**config.mk**
```make
export PLATFORM = sky130hd
export DESIGN_NAME = mux_rr_arbiter
export DESIGN_NICKNAME = d
export VERILOG_FILES = /design/src/rtl/mux_rr_arbiter.sv
export SDC_FILE = /design/constraint.sdc
export NUM_CORES = 1
export LEC_CHECK = 0
export CORE_ASPECT_RATIO = 0.6
export CORE_UTILIZATION = 25
export CTS_BUF_LIST = sky130_fd_sc_hd__clkbuf_8
export DETAILED_ROUTE_END_ITERATION = 6
export PLACE_DENSITY = 0.5
export SYNTH_ARGS = -nofsm -noshare
export SYNTH_HDL_FRONTEND = slang
export SYNTH_SLANG_ARGS = --single-unit
```
**constraint.sdc**
```tcl
create_clock -name clk -period 3.3 [get_ports clk]
set_clock_uncertainty 0.15 [all_clocks]
set_input_delay 0.495 -clock clk [delete_from_list [all_inputs] [get_ports clk]]
set_output_delay 0.495 -clock clk [all_outputs]
set_load 0.005 [all_outputs]
```
**src/rtl/mux_rr_arbiter.sv**
```systemverilog
// Round-robin owner sequencer for the shared 8:1 tristate mux: picks one requester, drives s/en/gnt,
// and inserts a one-cycle enable-low turnaround between owners so two drivers never overlap.
module mux_rr_arbiter #(
   parameter int N        = 8,
   parameter int SELW     = 3,
   parameter int MAX_HOLD = 16,
   parameter int HOLDW    = $clog2(MAX_HOLD)
) (
   input  logic            clk,
   input  logic            rst_n,
   input  logic [N-1:0]    req,
   output logic [SELW-1:0] s,
   output logic            en,
   output logic [N-1:0]    gnt,
   output logic            busy
);

   typedef enum logic [1:0] {IDLE, GRANT, GAP} state_t;

   localparam logic [HOLDW-1:0] HOLD_LAST = HOLDW'(MAX_HOLD - 1);

   state_t          state_q, state_d;
   logic [SELW-1:0] s_q, s_d;
   logic            en_q, en_d;
   logic [N-1:0]    gnt_q, gnt_d;
   logic            busy_q, busy_d;
   logic [SELW-1:0] last_q, last_d;
   logic [HOLDW-1:0] cnt_q, cnt_d;

   logic            win_vld;
   logic [SELW-1:0] win_idx;
   logic [SELW-1:0] scan_idx;
   logic [N-1:0]    owner_oh;
   logic            others_pending;

   // Scan from the farthest offset down so the nearest requester after last wins; offset N is last itself.
   always_comb begin
      win_vld  = 1'b0;
      win_idx  = '0;
      scan_idx = '0;
      for (int k = N; k >= 1; k--) begin
         scan_idx = last_q + SELW'(k);
         if (req[scan_idx]) begin
            win_vld = 1'b1;
            win_idx = scan_idx;
         end
      end
   end

   assign owner_oh       = N'(1) << s_q;
   assign others_pending = |(req & ~owner_oh);

   always_comb begin
      state_d = state_q;
      s_d     = s_q;
      en_d    = 1'b0;
      gnt_d   = '0;
      busy_d  = 1'b0;
      last_d  = last_q;
      cnt_d   = cnt_q;
      case (state_q)
         IDLE, GAP: begin
            if (win_vld) begin
               state_d = GRANT;
               s_d     = win_idx;
               last_d  = win_idx;
               en_d    = 1'b1;
               gnt_d   = N'(1) << win_idx;
               busy_d  = 1'b1;
               cnt_d   = '0;
            end else begin
               state_d = IDLE;
            end
         end
         GRANT: begin
            // Release takes precedence over hold expiry; both lead to the same GAP cycle.
            if (!req[s_q] || (cnt_q == HOLD_LAST && others_pending)) begin
               state_d = GAP;
               busy_d  = 1'b1;
            end else begin
               en_d   = 1'b1;
               gnt_d  = owner_oh;
               busy_d = 1'b1;
               if (cnt_q != HOLD_LAST) begin
                  cnt_d = cnt_q + 1'b1;
               end
            end
         end
         default: state_d = IDLE;
      endcase
   end

   always_ff @(posedge clk) begin
      if (!rst_n) begin
         state_q <= IDLE;
         s_q     <= '0;
         en_q    <= 1'b0;
         gnt_q   <= '0;
         busy_q  <= 1'b0;
         last_q  <= SELW'(N - 1);
         cnt_q   <= '0;
      end else begin
         state_q <= state_d;
         s_q     <= s_d;
         en_q    <= en_d;
         gnt_q   <= gnt_d;
         busy_q  <= busy_d;
         last_q  <= last_d;
         cnt_q   <= cnt_d;
      end
   end

   assign s    = s_q;
   assign en   = en_q;
   assign gnt  = gnt_q;
   assign busy = busy_q;

endmodule

```
# Word-level counts from Yosys, hierarchy flattened
# Cells that the tools add are included.
# totals
output_inout_bits	13
wordCells	93
ff_bits	22
input_bits	10
# classes
shifts	2
order_cmp	9
addsub	8
eq_ne	8
bitwise	2
n_reduce_logical	9
n_mux	48
# ops
operator	count
$lt 3x4->1 const B	9
$bmux 1 s3	9
$mux 3	8
$mux 1	20
$mux 8	2
$pmux 8 s2	1
$shl 1x3->8 const A	2
$add 3x3->3 const B	4
$mux 4	3
$and 8x8->8	1
$ne 2x2->1 const B	4
$not 8->8	1
$pmux 4 s2	1
$reduce_or 8->1	1
$add 3x2->3 const B	2
$add 4x1->4 const B	1
$eq 4x4->1 const B	1
$ne 4x4->1 const B	1
$pmux 1 s2	2
$pmux 2 s2	1
$reduce_and 4->1	1
$add 3x1->3 const B	1
$eq 2x1->1 const B	1
$eq 2x2->1 const B	1
8 further kinds	8

# Logic depth before layout (Yosys ltp)
# logic_depth
word_depth	13
ltp_mapped	12
depth_no_buf	9

# Least setup slack after synthesis
# No wires, ideal clock.
# synth_timing
path_type	reg-to-reg
start	reg last_q[1]
end	reg gnt_q[3] (netlist: gnt[3])
arrival_time_ns	3.345
t_required_ns	3.075
period_less_slack_ns	3.570
path_slack_ns	-0.270
path_stages_with_launch	11
setup_ns	0.075
path_buffers	1
cell_sequence	dfxtp_1 > buf_4 > inv_1 > ha_1 > mux4_2 > mux2i_1 > mux2_4 > a2111o_1 > a221o_1 > or4_1 > o22ai_1
# synth_via
elab_chain_cells	13
elab_cells_between_ends	42
cone_classes	7 x add/sub; 1 x shift; 34 x mux
# synth_lines
item	line	text
start: declaration	27	logic [SELW-1:0] last_q, last_d;
start signal: assignment	100	last_q <= SELW'(N - 1);
start signal: assignment	108	last_q <= last_d;
$add 3x3->3 or $bmux 1 s3 (tied branches)	42, 43	
$bmux 1 s3 or $mux 1 (tied branches)	43	if (req[scan_idx]) begin
$mux 1 (not written as such) or $mux 3 (tied branches)	43	
$mux 3 (7 in a row)	43	
$shl 1x3->8	68	gnt_d = N'(1) << win_idx;
$mux 8 *	63	if (win_vld) begin
$pmux 8 s2 *	61	case (state_q)
end signal: assignment	106	gnt_q <= gnt_d;
end: declaration	25	logic [N-1:0] gnt_q, gnt_d;
# Mark *: on every way between the ends. The rest lies on a longest branch, timed or not. The select of a mux whose other input is x is not followed.
# A chain may end at the register's enable or synchronous reset.

# Worst setup path in the final report
# layout_timing
start	reg last_q[0]
end	reg gnt_q[2] (netlist: gnt[2])
# Same word-level chain as after synthesis.

==> summary.txt <==
Area contributors post-synth = dfxtp_1 (20%), mux4_2 (17%), mux2i_1 (6.8%)
Vias per inst = 5.24
Leakage = 1.22 nW
Seq cells post-synth = 22
Post-synthesis mux area share = 0.307
Min-delay worst type = reg2reg
Clock Tree Buf Depth = 2
Slew @ Worst Pin = 0.711 ns
Power per Cell Area = 1100 mW/mm²
Int Power = 1.87 mW
CP required = 3.34 ns
Most frequent cells in the layout = buf_4 (50), nor2_1 (20), dfxtp_1 (20)
Fmax = 307 MHz
Top sig layer = met3
RSZ-0062 raised after global routing = true
Clock Latency Late Sink = 0.26 ns
Height of the die = 74.7 µm
Tcrit/Tclk final = 0.987
Critical path's slowest cell = or4_4
Met3 WL = 428 µm
Cells after DPL = 399
Fillers = 872
Ys async rst share = 0
Power share of the clock group = 0.057
Setup crit start kind = flip-flop
Dpl hpwl = 5.10 mm
Synth cell types = 58
Final RePlAce weighted congestion = 0.825
Simple-gate share of the synthesized area = 0.187
Drt drc = 0
IO Pins = 23
Compound-Gate Fraction of Synth Area = 0.178
Largest family of logic cells by synthesized area = multiplexers
WP buf/inv = 1
Vias in the first global route = 1,975
Die X-Extent = 123 µm
Logic pwr share = 0.813
Largest stage delay, worst path = 0.57 ns
DR iter-0 viols = 203
Worst vdd ir = 270 µV
Synth warn = 0
Commonest non-fill, non-tap cell in the layout = buf_4
Post-synth top area share = 0.200
Wire length per cell = 16.2 µm
Met2 WL post-DR = 2.82 mm
Placement Rows = 26
Register area = 448 µm²
Initial Util = 0.259
Synth Flop Type = dfxtp_1
Max-cap violations = 0
Setup TNS = 0 ns
Global router's overall resource usage = 0.152
Run status = complete, no violations
Core area = 0.00852 mm²
Switching Fraction = 0.437
CTS Hold Buffers Added = 0
Seq pwr share = 0.131
Grt total ovfl = 0
TritonCTS Buffers = 3
Met1 Wirelength = 3.49 mm
Initial antenna violation count = 0
Relative slew slack = 0.520
Final wirelength = 6.74 mm
Share of post-route cells with drive strength above 1 = 0.337
Multi-input logic area = 0.00167 mm²
Element type at the critical path end = flip-flop
Syn nets = 258
Post-synth EDFFs = 0
Worst EP arrival = 3.29 ns
CTS Sinks = 22
Switching power total = 1.46 mW
Sequential element share of the synthesized area = 0.200
TritonRoute pass-1 iters = 5
Final Hold Fails = 0
Root Driver = clkbuf_8
Syn avg cell area = 8.99 µm²
Via Count = 2,175
Final net count = 317
Crit-path max FO = 5
First-pass GRT wire length = 10.7 mm
H-tree Lvls = 1
Area delta synth->final = 37.4%
ANT nets after route = 0
Cell Area, Synth = 0.00220 mm²
Endpoints failing setup = 0
PortBufs = 22
Worst-path cell chain = inv_4 > ha_4 > mux4_2 > mux2i_2 > mux2_4 > a2111o_1 > a221o_1 > or4_4 > o22ai_2
Leading area contributor after synthesis = dfxtp_1
Max Transition Viols Final = 0
Largest net degree at the start of global routing = 23
Post-Synthesis Cells = 245
CTS clk-pin slew, worst paths = 0.08 ns
Post-route non-filler standard cell count = 415
Post-synthesis adder-cell area fraction = 0.0170
N_diodes = 0
Final worst path period need = 3.26 ns
CP delay by family, top = multiplexers
Setup CP Type = reg2reg
XOR/XNOR Fraction of Synth Area = 0.0392
Die ar. = 0.00921 mm²
CTS tree = done
## through the flow
stage / area, µm² / util / setup slack [ns] / hold slack [ns] / power [mW]
final: 3030 / 0.355 / 0.0433 / 0.348 / 3.33
after global routing: 3030 / 0.355 / -0.0154 / 0.391 / 3.57
after detailed placement: 2830 / 0.331 / -0.340 / 0.337 / 2.81
after global placement: 2830 / 0.331 / -0.335 / 0.328 / 2.81
after CTS: 2970 / 0.349 / -0.0205 / 0.350 / 3.20
after floorplan: 2230 / - / -0.0149 / 0.306 / 2.00
## final cells by class
cell class / instances / share of cell area
inverters: 12 / 0.0157
multi-input cells: 189 / 0.552
clock buffers: 4 / 0.0182
repair buffers: 76 / 0.220
well taps: 112 / 0.0463
flip-flops and latches: 22 / 0.148
## what timing repair did
| action | in CTS | in global routing |
|---|---|---|
| buffers inserted | 10 | 2 |
| endpoints found under the setup margin | 4 | 11 |
| gates resized for setup | 12 | 7 |
| endpoints found under the hold margin | 0 | 0 |
| pin swaps | 5 | 6 |
## cell families (layout without fill, tap and decap cells)
kind of cell,Yosys count,after routing
XOR/XNOR,6,6
AND/OR/NAND/NOR,82,82
multiplexers,43,43
adder cells (fa/ha/maj),3,3
AO/OA/AOI/OAI,55,55
flip-flops,22,22
buffers and inverters,34,92
## worst reg2reg max path, delay by kind of cell, from the launching register on
family / cells / cell delay [ns]
AO/OA/AOI/OAI: 3 / 0.86
adder cells (fa/ha/maj): 1 / 0.29
buffers and inverters: 1 / 0.05
flip-flops: 1 / 0.41
multiplexers: 3 / 0.87
AND/OR/NAND/NOR: 1 / 0.57
## flip-flops by register name (all words and copies together) (netlist names)
| register | cells |
|---|---|
| busy | 1 |
| cnt_q | 4 |
| en | 1 |
| gnt | 8 |
| last_q | 3 |
| s | 3 |
| state_q | 2 |
## synthesized netlist by cell type, types with 2 or more instances
| library cell | count |
|---|---|
| and2_1 | 3 |
| xor2_2 | 2 |
| inv_1 | 12 |
| mux4_2 | 17 |
| nand2_1 | 19 |
| or2_1 | 2 |
| nor4_1 | 5 |
| a22oi_1 | 2 |
| ha_1 | 3 |
| nand2b_1 | 4 |
| clkbuf_1 | 12 |
| a21oi_1 | 15 |
| or4_1 | 2 |
| mux2_2 | 6 |
| nor3_1 | 3 |
| mux2i_1 | 15 |
| a211oi_1 | 3 |
| dfxtp_1 | 22 |
| nor2_1 | 20 |
| buf_2 | 5 |
| xnor2_1 | 2 |
| mux2_1 | 3 |
| buf_6 | 2 |
| buf_4 | 3 |
| o31ai_1 | 2 |
| or3_1 | 3 |
| and3_1 | 4 |
| o21ai_1 | 2 |
| o211ai_1 | 2 |
| o22ai_1 | 10 |
| o21ai_0 | 3 |
| nand3_1 | 11 |
## final timing paths
check	start	to	slack (ns)	cells past startpoint
worst max register to register	last_q[0]	gnt[2]	0.04	9
worst max-delay path	last_q[0]	gnt[2]	0.04	9
worst min register to register	cnt_q[1]	cnt_q[1]	0.35	2
worst min-delay path	cnt_q[1]	cnt_q[1]	0.35	2
## metal layers
layer | track usage | up-vias
li1 | - | 1045
met1 | 0.238 | 1059
met2 | 0.224 | 71
met3 | 0.0273 | 0
met4 | 0.00803 | 0
met5 | 0 | -
## power groups by stage
stage,Sequential [mW],Clock [mW],Combinational [mW]
after floorplan,0.403,0,1.60
after global placement,0.446,0,2.37
after detailed placement,0.446,0,2.36
after CTS,0.436,0.200,2.56
after global routing,0.449,0.207,2.92
final,0.435,0.188,2.71
Power figures use the tool's default switching activity.
